[config.mk]
export PLATFORM = sky130hd
export DESIGN_NAME = cache_mem_arbiter
export DESIGN_NICKNAME = d
export VERILOG_FILES = /design/src/rtl/cache_mem_arbiter.sv
export SDC_FILE = /design/constraint.sdc
export NUM_CORES = 1
export LEC_CHECK = 0
export ABC_AREA = 1
export CORE_AREA = 8 8 97 99
export DETAILED_ROUTE_END_ITERATION = 10
export DIE_AREA = 0 0 105 107
export PLACE_DENSITY_LB_ADDON = 0.25
export SYNTH_ARGS = -nofsm -noshare
export SYNTH_HDL_FRONTEND = slang
export SYNTH_SLANG_ARGS = --single-unit
[constraint.sdc]
create_clock -name CLK -period 3.5 [get_ports CLK]
set_clock_uncertainty 0.1 [all_clocks]
set_input_delay 0.7 -clock CLK [delete_from_list [all_inputs] [get_ports CLK]]
set_output_delay 0.7 -clock CLK [all_outputs]
set_load 0.03 [all_outputs]
[src/rtl/cache_mem_arbiter.sv]
// Arbitrates a single-ported memory bus between icache fills and dcache fills/writebacks.
// Define ARB_STARVATION_GUARD_EN to bound consecutive dcache grants while icache is waiting.
module cache_mem_arbiter #(
  parameter int MAX_D_STREAK = 4
) (
  input  logic        CLK,
  input  logic        nRST,
  input  logic        icache_mem_REN,
  input  logic [31:0] icache_mem_addr,
  output logic        icache_mem_ready,
  output logic [31:0] icache_mem_load,
  input  logic        dcache_mem_REN,
  input  logic        dcache_mem_WEN,
  input  logic [31:0] dcache_mem_addr,
  input  logic [31:0] dcache_mem_store,
  output logic        dcache_mem_ready,
  output logic [31:0] dcache_mem_load,
  output logic        mem_REN,
  output logic        mem_WEN,
  output logic [31:0] mem_addr,
  output logic [31:0] mem_store,
  input  logic        mem_ready,
  input  logic [31:0] mem_load
);

  typedef enum logic [1:0] {IDLE, GNT_I, GNT_D} state_t;

  state_t state, next_state;
  logic   i_req, d_req, guard_fire;

  assign i_req = icache_mem_REN;
  assign d_req = dcache_mem_REN | dcache_mem_WEN;

`ifdef ARB_STARVATION_GUARD_EN
  logic [3:0] streak;

  assign guard_fire = (streak == 4'(MAX_D_STREAK));

  // Streak only moves on grants issued from IDLE; it can never pass MAX_D_STREAK.
  always_ff @(posedge CLK) begin
    if (!nRST) begin
      streak <= '0;
    end else if (state == IDLE) begin
      if (next_state == GNT_I)
        streak <= '0;
      else if (next_state == GNT_D)
        streak <= i_req ? streak + 4'd1 : 4'd0;
    end
  end
`else
  assign guard_fire = 1'b0;
`endif

  always_ff @(posedge CLK) begin
    if (!nRST)
      state <= IDLE;
    else
      state <= next_state;
  end

  // A grant ends on completion or when the requester withdraws (abort).
  always_comb begin
    next_state = state;
    case (state)
      IDLE: begin
        if (d_req && i_req)
          next_state = guard_fire ? GNT_I : GNT_D;
        else if (d_req)
          next_state = GNT_D;
        else if (i_req)
          next_state = GNT_I;
      end
      GNT_I: if (mem_ready || !i_req) next_state = IDLE;
      GNT_D: if (mem_ready || !d_req) next_state = IDLE;
      default: next_state = IDLE;
    endcase
  end

  always_comb begin
    icache_mem_ready = 1'b0;
    icache_mem_load  = '0;
    dcache_mem_ready = 1'b0;
    dcache_mem_load  = '0;
    mem_REN          = 1'b0;
    mem_WEN          = 1'b0;
    mem_addr         = '0;
    mem_store        = '0;
    case (state)
      GNT_I: begin
        mem_REN          = icache_mem_REN;
        mem_addr         = icache_mem_addr;
        icache_mem_ready = mem_ready;
        icache_mem_load  = mem_load;
      end
      GNT_D: begin
        mem_WEN          = dcache_mem_WEN;
        mem_REN          = dcache_mem_REN & ~dcache_mem_WEN;
        mem_addr         = dcache_mem_addr;
        mem_store        = dcache_mem_store;
        dcache_mem_ready = mem_ready;
        dcache_mem_load  = mem_load;
      end
      default: ;
    endcase
  end

endmodule

==> reports/metrics.yaml, run 1 <==
cp_num_cells: 6
diodes: 0
syn_inst: 347
nFillCells: 788
critical_path_class: "reg2out"
largest_reg_flops: 2
setup_tns_ps: 0
crit_family: "buffers and inverters"
rows: 33
multi_input_area_sq_um: 911
largestRegisters: "state (2)"
synthDistinctLibCells: 14
drt-initial-drc-count: 75
layout-drive-gt1-share_pct: 2.00
crit_arrival_ps: 2330
cts-root-buf: "clkbuf_8"
synth_area_leader_cell: "nand2_1"
r2r_end: "state[0]$_SDFFE_PN0P_"
cts_buffer_depth: 2
synth_area_sq_um: 1460
grt_util_all_layers_pct: 16.7
clkTransAtPathRegs_ps: 30
ff_latch_area_sq_um: 40.0
grt_pass1_vias: 2781
finalCritPeriodShare_pct: 89.4
maxCapViolCount: 0
postCtsHoldBufs: 0
first_pass_iters: 4
slowest_stage: "clkdlybuf4s50_1"
worst_r2r_path_depth: 7
grt_pass1_wl_mm: 15.3
outcome: "finished clean"
slowest_delay_ps: 630
ios: 266
die_width_um: 105
path_buf_inv: 4
ys_ff_latch: 2
cp-end-kind: "output pin"
die_height_um: 107
cts_buffers: 3
ys_seq_area_share_pct: 2.74
cp_max_fo: 23
core_sq_um: 7930
overflow: 0
detail_route.vias_per_cell: 3.97
syn_nets: 484
ant_nets: 0
cts.sinks: 2
rrSetupSlack_ps: 1800
place.gp.congestion: 0.790
irDropWorstVdd_mv: 0.147
powerDensity_nw_per_um2: 224
io_buffers: 265
rsz0062_at_grt: "no"
layout_common_cells: "265 x clkdlybuf4s50_1, 167 x nand2_1, 108 x inv_1"
dp_hpwl_mm: 8.79
cp-start-kind: "register"
place_area_sq_um: 4220
cts_tree: "done"
max_freq_mhz: 320
cts-resized-gates: 0
drcViolationCount: 0
cpMostUsedCell: "inv_1"
layout_min_cycle_time_ps: 3130
path_cells: "inv_1 > ha_1 > inv_1 > buf_4 > a21oi_1 > clkdlybuf4s50_1"
initial_core_util_pct: 18.4
slew_violations: 0
setup_viol: 0
slew_headroom_pct: 70.1
hold_viol: 0
cts-htree-levels: 1
final_common_cell: "clkdlybuf4s50_1"
netlist_top_cells_area: "nand2_1 43%, inv_1 28%, a21oi_1 12%, buf_2 4.5%, dfxtp_1 2.7%"
holdCritStartpoint: "state[1]$_SDFFE_PN0P_"
crit_required_ps: 2700
area_delta_synth_final_pct: 192
wl_mm: 10.2
worstReg2RegStart: "state[0]$_SDFFE_PN0P_"
ys_warn_count: 0
tightest_slew_ps: 448
hp-class: "reg2reg"
cts_setup_buffers: 0
fin_nets: 739
syn_area_per_cell_sq_um: 4.20
crit_path_start: "state[1]$_SDFFE_PN0P_"
cellLeakagePower_nw: 2.27
clk_latency_ps: 210
fin_area_sq_um: 4260
crit_end: "mem_addr[13]"
synth_top_area_share_pct: 43.0
regMostFlops: "state"
die_area_sq_um: 11200
grt_max_degree: 47
routedWlPerCell_um: 14.4
antenna_found_initial: 0
vias: 2798
-- area by class of cell --
cell class / instances / area share (%)
multi-input combinational: 216 / 21.4
timing repair buffer: 271 / 64.1
sequential: 2 / 0.939
clock buffer: 3 / 0.968
inverter: 108 / 9.51
tap: 105 / 3.08
-- stage by stage --
| step | hold WS [ps] | setup slack, ps | util (%) | total power [W] | cells |
|---|---|---|---|---|---|
| floorplan | 351 | 1300 | - | 0.000444 | 347 |
| finish | 406 | 371 | 53.8 | 0.000956 | 705 |
| global placement | 398 | 554 | 53.3 | 0.000865 | 702 |
| detailed placement | 400 | 537 | 53.3 | 0.000873 | 702 |
| CTS | 405 | 315 | 53.8 | 0.000968 | 705 |
| global route | 422 | 197 | 53.8 | 0.00102 | 705 |
-- Yosys cell counts, drive strengths merged --
cell type  number
inv           108
nor2            4
and2            1
a21oi          34
buf            21
nand3           6
ha              3
dfxtp           2
o21ai           1
nand2         167
-- per-layer routing --
metal  vias to the layer above  global-route usage (%)  share of wire [%]
met5                         -                       0                  0
met4                         0                    2.34               0.71
met3                         6                    6.96                 11
met2                       150                    32.5                 53
li1                       1461                       -                  -
met1                      1181                    16.5                 35
-- worst min-delay path, cell delays in order, from the launching register on --
cell     delay [ps]
dfxtp_1         330
nand2_1          80
a21oi_1          50
-- kinds of logic after synthesis --
logic type      Yosys count  share of synthesized area [%]
flops                     2                           2.74
fa+ha+maj                 3                           2.57
buf+inv                 129                           35.8
compound gates           35                           12.0
simple gates            178                           46.8
-- worst min-delay path by stage --
stage                                  to  slack (ps)  depth (start not counted)
floorplan           state[1]$_SDFFE_PN0P_         350                          2
global placement    state[1]$_SDFFE_PN0P_         400                          2
detailed placement  state[1]$_SDFFE_PN0P_         400                          2
CTS                 state[1]$_SDFFE_PN0P_         410                          2
global route        state[1]$_SDFFE_PN0P_         420                          2
finish              state[1]$_SDFFE_PN0P_         410                          2
-- where the power goes --
group          internal, W  switching (W)  leakage [nW]
logic             0.000377       0.000460          2.23
clock network    0.0000727      0.0000182        0.0216
registers        0.0000257     0.00000247        0.0165
total             0.000475       0.000480          2.27
Note: power is estimated with default switching activity, not from simulation.
==> run 2: changes to the inputs <==
Settings changed: CAP_MARGIN set to 10, CELL_PAD_IN_SITES_DETAIL_PLACEMENT set to 1, CELL_PAD_IN_SITES_GLOBAL_PLACEMENT set to 2, CORE_AREA 8 8 97 99 to unset, CORE_MARGIN set to 8, CORE_UTILIZATION set to 10, DIE_AREA 0 0 105 107 to unset.
==> reports/metrics.yaml, run 2 (same netlist as run 1, synthesis figures left out) <==
cts-root-buf: "clkbuf_16"  # was clkbuf_8
cp-start-kind: "register"  # unchanged
outcome: "finished clean"  # unchanged
postCtsHoldBufs: 0  # unchanged
io_buffers: 265  # unchanged
die_height_um: 137  # was 107 um
regMostFlops: "state"  # unchanged
detail_route.vias_per_cell: 3.68  # was 3.97
powerDensity_nw_per_um2: 238  # was 224 nW/um^2
crit_arrival_ps: 2230  # was 2330 ps
rows: 44  # was 33
cp_max_fo: 30  # was 23
clk_latency_ps: 220  # was 210 ps
cts.sinks: 2  # unchanged
final_common_cell: "clkdlybuf4s50_1"  # unchanged
dp_hpwl_mm: 9.74  # was 8.79 mm
setup_viol: 0  # unchanged
p_total_w: 0.00105  # was 0.000956 W
layout_min_cycle_time_ps: 3030  # was 3130 ps
hp-class: "reg2reg"  # unchanged
grt_max_degree: 60  # was 47
largestRegisters: "state (2)"  # unchanged
largest_reg_flops: 2  # unchanged
fin_area_sq_um: 4390  # was 4260 sq um
setup_tns_ps: 0  # unchanged
drt-initial-drc-count: 58  # was 75
cellLeakagePower_nw: 2.28  # was 2.27 nW
maxCapViolCount: 0  # unchanged
initial_core_util_pct: 10.2  # was 18.4%
irDropWorstVdd_mv: 0.0817  # was 0.147 mV
place_area_sq_um: 4310  # was 4220 sq um
cts_tree: "done"  # unchanged
clkTransAtPathRegs_ps: 30  # about the same
rrSetupSlack_ps: 1870  # was 1800 ps
die_width_um: 137  # was 105 um
layout-drive-gt1-share_pct: 1.84  # was 2.00%
rsz0062_at_grt: "no"  # unchanged
max_freq_mhz: 330  # was 320 MHz
cts-htree-levels: 1  # unchanged
cp-end-kind: "output pin"  # unchanged
die_area_sq_um: 18700  # was 11200 sq um
diodes: 0  # unchanged
finalCritPeriodShare_pct: 86.5  # was 89.4%
tightest_slew_ps: 364  # was 448 ps
layout_common_cells: "265 x clkdlybuf4s50_1, 167 x nand2_1, 108 x inv_1"  # unchanged
wl_mm: 11.4  # was 10.2 mm
ant_nets: 0  # unchanged
grt_pass1_wl_mm: 16.6  # was 15.3 mm
routedWlPerCell_um: 14.6  # was 14.4 um
ios: 266  # unchanged
cts_buffer_depth: 2  # unchanged
overflow: 0  # unchanged
core_sq_um: 14400  # was 7930 sq um
nFillCells: 1841  # was 788
cts_setup_buffers: 0  # unchanged
critical_path_class: "reg2out"  # unchanged
cts_buffers: 3  # unchanged
slew_violations: 0  # unchanged
hold_viol: 0  # unchanged
area_delta_synth_final_pct: 201  # was 192%
place.gp.congestion: 0.763  # was 0.790
antenna_found_initial: 0  # unchanged
slew_headroom_pct: 75.7  # was 70.1%
drcViolationCount: 0  # unchanged
grt_pass1_vias: 2994  # was 2781
crit_required_ps: 2700  # about the same
grt_util_all_layers_pct: 11.1  # was 16.7%
cts-resized-gates: 0  # unchanged
fin_nets: 738  # was 739
first_pass_iters: 4  # unchanged
vias: 2884  # was 2798
-- run 2: changes by cell type in the layout (fill, tap and decap cells not counted), sizes merged --
cell,change
buf,-1
-- run 2: metrics by stage --
step | setup slack (ps) | hold WS, ps | instances | util (%)
after floorplan | 1300 | 351 | 347 | -
after global placement | 518 | 398 | 780 | 30.0
after detailed placement | 562 | 418 | 780 | 30.0
after CTS | 402 | 423 | 783 | 30.5
after global routing | 326 | 439 | 783 | 30.5
final | 471 | 417 | 783 | 30.5
-- run 2: worst paths after layout --
kind                          from                     to  depth (start not counted)
min          state[1]$_SDFFE_PN0P_  state[1]$_SDFFE_PN0P_                          2
max          state[1]$_SDFFE_PN0P_            mem_addr[7]                          6
max reg2reg  state[1]$_SDFFE_PN0P_  state[0]$_SDFFE_PN0P_                          7
min reg2reg  state[1]$_SDFFE_PN0P_  state[1]$_SDFFE_PN0P_                          2
-- run 2: area by class of cell --
cell class / instances / area [sq um] / area share, %
Clock buffer: 3 / 75.1 / 1.71
Inverter: 108 / 405 / 9.24
Multi-Input combinational cell: 216 / 911 / 20.8
Sequential cell: 2 / 40.0 / 0.912
Tap cell: 184 / 230 / 5.25
Timing Repair Buffer: 270 / 2730 / 62.1
-- run 2: report_power, final --
group	internal, W	total (W)	leakage (nW)	switching [W]
Combinational	0.000375	0.000843	2.23	0.000468
Clock	0.000146	0.000174	0.0370	0.0000285
Sequential	0.0000257	0.0000283	0.0165	0.00000257
Total	0.000546	0.00105	2.28	0.000499
-- run 2: routing by layer --
| metal | share of wire (%) | vias to the layer above | wire (um) | track usage (%) |
|---|---|---|---|---|
| li1 | - | 1462 | - | - |
| met2 | 50 | 143 | 5770 | 20.7 |
| met1 | 37 | 1272 | 4250 | 11.5 |
| met3 | 11 | 7 | 1290 | 4.04 |
| met4 | 1.1 | 0 | 125 | 2.78 |
| met5 | 0 | - | 0 | 0 |
-- run 2: worst max-delay path, stage by stage (launching register included) --
cell and delay [ps]:
dfxtp_1 380, inv_1 80, ha_1 270, inv_1 90, buf_4 260, a21oi_1 200
clkdlybuf4s50_1 710
